## src/rtl/timer_unit_tick_counter.sv

```systemverilog
// timer_unit_tick_counter
// Main count stage of the timer unit. It counts prescaler ticks against a
// programmable compare value and emits a one-cycle interrupt pulse on a match.
// Run control (start/stop, one-shot or continuous, clear-on-match) is held in
// a three-state FSM: IDLE, RUN and HALT.
//
// Optional feature macro: TIMER_UNIT_TICK_OVF_EN. When it is defined, the block
// adds a sticky overflow flag on ovf_o, and a counter wrap also pulses irq_o.
//
// Ports:
//   clk_i            clock; all logic runs on its rising edge
//   rst_i            asynchronous, active-high reset
//   tick_i           prescaler tick
//   start_i          one-cycle start request
//   stop_i           one-cycle stop request; wins over start_i
//   clear_i          synchronous counter clear
//   one_shot_i       1 = halt after the first match, 0 = continuous
//   cmp_clr_i        1 = counter returns to 0 on a match
//   write_counter_i  load counter_value_i into the counter
//   counter_value_i  load value
//   compare_value_i  compare value, sampled every cycle
//   counter_value_o  registered counter
//   irq_o            one-cycle match pulse
//   running_o        high while in RUN
//   ovf_o            sticky overflow flag (only with TIMER_UNIT_TICK_OVF_EN)
module timer_unit_tick_counter #(
  parameter int unsigned CNT_W = 32
) (
  input  logic             clk_i,
  input  logic             rst_i,
  input  logic             tick_i,
  input  logic             start_i,
  input  logic             stop_i,
  input  logic             clear_i,
  input  logic             one_shot_i,
  input  logic             cmp_clr_i,
  input  logic             write_counter_i,
  input  logic [CNT_W-1:0] counter_value_i,
  input  logic [CNT_W-1:0] compare_value_i,
  output logic [CNT_W-1:0] counter_value_o,
  output logic             irq_o,
`ifdef TIMER_UNIT_TICK_OVF_EN
  output logic             ovf_o,
`endif
  output logic             running_o
);

  typedef enum logic [1:0] {
    IDLE = 2'd0,
    RUN  = 2'd1,
    HALT = 2'd2
  } state_e;

  state_e           state_q, state_d;
  logic [CNT_W-1:0] cnt_q, cnt_d;
  logic             irq_q, irq_d;
  logic             run_q, run_d;
  logic             counted_c;
  logic             load_c;
  logic             match_c;
`ifdef TIMER_UNIT_TICK_OVF_EN
  logic             ovf_q, ovf_d;
  logic             wrap_c;
`endif

  // State, counter and output registers
  always_ff @(posedge clk_i or posedge rst_i) begin
    if (rst_i) begin
      state_q <= IDLE;
      cnt_q   <= '0;
      irq_q   <= 1'b0;
      run_q   <= 1'b0;
    end else begin
      state_q <= state_d;
      cnt_q   <= cnt_d;
      irq_q   <= irq_d;
      run_q   <= run_d;
    end
  end

`ifdef TIMER_UNIT_TICK_OVF_EN
  // Sticky overflow flag
  always_ff @(posedge clk_i or posedge rst_i) begin
    if (rst_i) ovf_q <= 1'b0;
    else       ovf_q <= ovf_d;
  end
`endif

  // Next-state, counter and output logic
  always_comb begin
    state_d   = state_q;
    cnt_d     = cnt_q;
    counted_c = tick_i && (state_q == RUN);
    // A clear or a load in the same cycle overrides the tick and hides any match.
    load_c    = clear_i || write_counter_i;
    match_c   = counted_c && !load_c && (cnt_q == compare_value_i);
`ifdef TIMER_UNIT_TICK_OVF_EN
    // A return to 0 through clear-on-match is not an overflow.
    wrap_c    = counted_c && !load_c && (cnt_q == '1) && !(match_c && cmp_clr_i);
    ovf_d     = clear_i ? 1'b0 : (ovf_q || wrap_c);
    irq_d     = match_c || wrap_c;
`else
    irq_d     = match_c;
`endif

    unique case (state_q)
      IDLE, HALT: if (start_i && !stop_i) state_d = RUN;
      RUN: begin
        if (stop_i)                      state_d = IDLE;
        else if (match_c && one_shot_i)  state_d = HALT;
      end
      default:                           state_d = IDLE;
    endcase

    if (clear_i)                   cnt_d = '0;
    else if (write_counter_i)      cnt_d = counter_value_i;
    else if (match_c && cmp_clr_i) cnt_d = '0;
    else if (counted_c)            cnt_d = cnt_q + CNT_W'(1);

    run_d = (state_d == RUN);
  end

  assign counter_value_o = cnt_q;
  assign irq_o           = irq_q;
  assign running_o       = run_q;
`ifdef TIMER_UNIT_TICK_OVF_EN
  assign ovf_o           = ovf_q;
`endif

endmodule

```

## config.mk

```make
export PLATFORM = sky130hd
export DESIGN_NAME = timer_unit_tick_counter
export DESIGN_NICKNAME = d
export VERILOG_FILES = /design/src/rtl/timer_unit_tick_counter.sv
export SDC_FILE = /design/constraint.sdc
export NUM_CORES = 1
export LEC_CHECK = 0
export CAP_MARGIN = 10
export CORE_ASPECT_RATIO = 0.7
export CORE_MARGIN = 2
export CORE_UTILIZATION = 45
export DETAILED_ROUTE_END_ITERATION = 10
export PLACE_DENSITY_LB_ADDON = 0.2
export SETUP_SLACK_MARGIN = 0.05
export SYNTH_ARGS = -nofsm -noshare
export SYNTH_HDL_FRONTEND = slang
export SYNTH_SLANG_ARGS = --single-unit
```

## constraint.sdc

```tcl
create_clock -name clk_i -period 2.7 [get_ports clk_i]
set_input_delay 0.54 -clock clk_i [delete_from_list [all_inputs] [get_ports clk_i]]
set_output_delay 0.54 -clock clk_i [all_outputs]
set_load 0.01 [all_outputs]
```

==> impl_metrics.csv, run 1 <==
group,metric,value,unit
status,status,"finished clean",
timing,rsz0062_at_grt,"no",
timing,min_period,2.48,ns
synthesis,synthCells,362,
worst_setup_path,start_kind,"input pin",
clocking,cts_buffer_depth,2,
finish,fin_cells,551,
worst_setup_path,arrival,2.63,ns
place,post-place-cells,543,
worst_setup_path,critPathSlowestCell,"clkdlybuf4s50_1",
die,die_x,99.7,µm
clocking,clkSinkCount,36,
grt,antenna_found_initial,0,
timing,skew,0.00657,ns
timing,finalSetupViolations,0,
die,rows,24,
grt,globalRouteTotalUtil,0.305,
grt,grt_max_degree,37,
synthesis,synth_edf_count,0,
place,gp_congestion,0.951,
detailed_routing,vias,3532,
synthesis,yosys_warnings,0,
synthesis,syn_area,2880,µm²
clocking,insertion_delay,0.29,ns
synthesis,synth_top_area_cell,"dfrtp_1",
power,p_leak,1.74,nW
timing,fin_hold_ws,0.645,ns
grt,grt_pass1_wl,16.8,mm
timing,hold_viol,0,
finish,layout_common_cells,"106 x clkdlybuf4s50_1, 36 x dfrtp_1, 30 x nand2_1",
min_path,holdCritStartpoint,"counter_value_o[6]",
finish,nets,546,
die,initial_utilization,0.464,
clocking,post_cts_buffers,0,
power,p_per_area,382,nW/µm²
worst_setup_path,required,2.85,ns
worst_setup_path,crit_path_max_fanout,8,
synthesis,yosys_most_used_dff,"dfrtp_1",
worst_setup_path,timing.rr.start,"counter_value_o[7]",
place,place_area,4110,µm²
synthesis,syn_nets,436,
power,vdd_drop_max,0.233,mV
die,die-area,7080,µm²
worst_setup_path,cp_num_buf_inv,2,
synthesis,yosysTopAreaCellShare,0.312,
timing,slew-limit-headroom,0.317,
clocking,htreeDepth,2,
synthesis,synth_area_leaders,"dfrtp_1 31%, a22oi_1 3.9%, nand2_1 3.9%, o22ai_1 3.7%, xnor2_1 3.6%",
worst_setup_path,critPathKind,"in2reg",
worst_setup_path,cpPeakStageDelay,0.41,ns
power,p_total,1.61,mW
finish,fin_util,0.675,
detailed_routing,wl_per_cell,19.3,µm
die,io_pins,107,
detailed_routing,drc,0,
detailed_routing,antenna_left,0,
worst_setup_path,cp-startpoint,"write_counter_i",
finish,antenna_cells,0,
finish,area_growth,45.5,%
detailed_routing,totalWireLength,10.6,mm
die,coreArea,6220,µm²
synthesis,async_flop_share,1.00,
worst_setup_path,crit_family,"simple AND/OR/NAND/NOR gates",
synthesis,synth.distinct_cells,47,
timing,tns,0,ns
synthesis,synth.avg_cell_area,7.97,µm²
die,die_h,71.0,µm
detailed_routing,vias_per_cell,6.41,
detailed_routing,firstDrtPassIters,5,
clocking,cts_tree,"done",
worst_setup_path,path_cells,"clkdlybuf4s50_1 > or2_1 > a21o_1 > nor4_4 > nand4_1 > buf_4 > nand2_1 > o21ai_0",
clocking,cts-root-buf,"clkbuf_8",
timing,fin_ws,0.224,ns
clocking,cts_buffers,5,
timing,fin_crit_sh,0.917,
finish,drive_gt1_frac,0.0634,
clocking,postCtsHoldBufs,0,
finish,mostFrequentLayoutCell,"clkdlybuf4s50_1",
synthesis,ys_seq_area_frac,0.312,
timing,fmax,404,MHz
worst_setup_path,endpoint_kind,"register",
min_path,hp-class,"reg2reg",
finish,fillerInstances,527,
detailed_routing,drt_iter0_markers,305,
place,io_buffers,106,
timing,slew_violations,0,
grt,overflow,0,
clocking,clk_pin_slew,0.07,ns
finish,final_area,4200,µm²
grt,grt_pass1_vias,3280,
run,drv_cap,0,
synthesis,ys_ff_latch,36,
timing,tightestPinTransition,1.02,ns
place,dp_hpwl,8.20,mm
place,pre_cts_slack,-0.0472,ns
==> worst reg2reg max path: stages (launching register included) <==
cell and delay, ns:
dfrtp_1 0.58, and3_1 0.38, and3_1 0.32, and4_1 0.45
nand3_1 0.18, mux2i_1 0.19, o21ai_0 0.09
==> cells in the mapped netlist (14+ instances only) <==
master,number
nor2_1,22
nand3_1,16
a22oi_1,15
nand2_1,30
and3_1,14
dfrtp_1,36
a21oi_1,16
clkbuf_1,19
inv_1,20
o22ai_1,17
==> registers in the layout, indices dropped and copies added (netlist names) <==
name / flops
running_o: 1
state_q: 2
counter_value_o: 32
irq_o: 1
==> power breakdown <==
group | internal [mW] | switching, mW | leakage [nW]
clock | 0.208 | 0.198 | 0.0455
sequential | 0.585 | 0.0972 | 0.471
combinational | 0.284 | 0.233 | 1.22
==> cells by family (layout without fill, tap and decap cells) <==
group	count (synthesis)	after routing	share of synthesized area
multiplexers	7	7	0.0243
flip-flops	36	36	0.312
XOR/XNOR	24	24	0.0729
buffers and inverters	44	155	0.0590
AO/OA/AOI/OAI	99	99	0.238
adder cells (fa/ha/maj)	1	1	0.00434
AND/OR/NAND/NOR	151	151	0.289
==> routing by layer <==
layer  track usage  vias to the layer above  routed length, µm
li1              -                     1594                  -
met5             0                        -                  0
met3        0.0435                       27               1000
met1         0.443                     1701               4610
met4        0.0807                        0                204
met2         0.480                      210               4790
==> cell type report <==
class	count	area (µm²)	share of cell area
inverters	20	75.1	0.0179
repair buffers	127	1220	0.290
clock buffers	8	90.1	0.0215
flip-flops and latches	36	901	0.215
well taps	78	97.6	0.0233
multi-input cells	282	1810	0.432
==> timing repair <==
item | in CTS | in global routing
endpoints found under the hold margin | 0 | 0
setup endpoints to repair | 0 | 2
resized for setup | 0 | 1
==> worst paths after layout <==
check | end | slack (ns) | cells past startpoint
min | counter_value_o[6] | 0.65 | 2
max | counter_value_o[31] | 0.22 | 8
max reg2reg | counter_value_o[30] | 0.39 | 6
min reg2reg | counter_value_o[6] | 0.65 | 2
max in group asynchronous | counter_value_o[19] | 1.69 | 3
min in group asynchronous | counter_value_o[13] | 0.67 | 3
(Power assumes the default switching activity.)
==> run 2: changes to the inputs <==
--- a/config.mk
+++ b/config.mk
@@ -9,6 +9,7 @@
 export CORE_ASPECT_RATIO = 0.7
 export CORE_MARGIN = 2
 export CORE_UTILIZATION = 45
+export CTS_CLUSTER_SIZE = 12
 export DETAILED_ROUTE_END_ITERATION = 10
 export PLACE_DENSITY_LB_ADDON = 0.2
 export SETUP_SLACK_MARGIN = 0.05
==> results of run 2 <==
Final layout, timing and power as in run 1 (identical DEF).
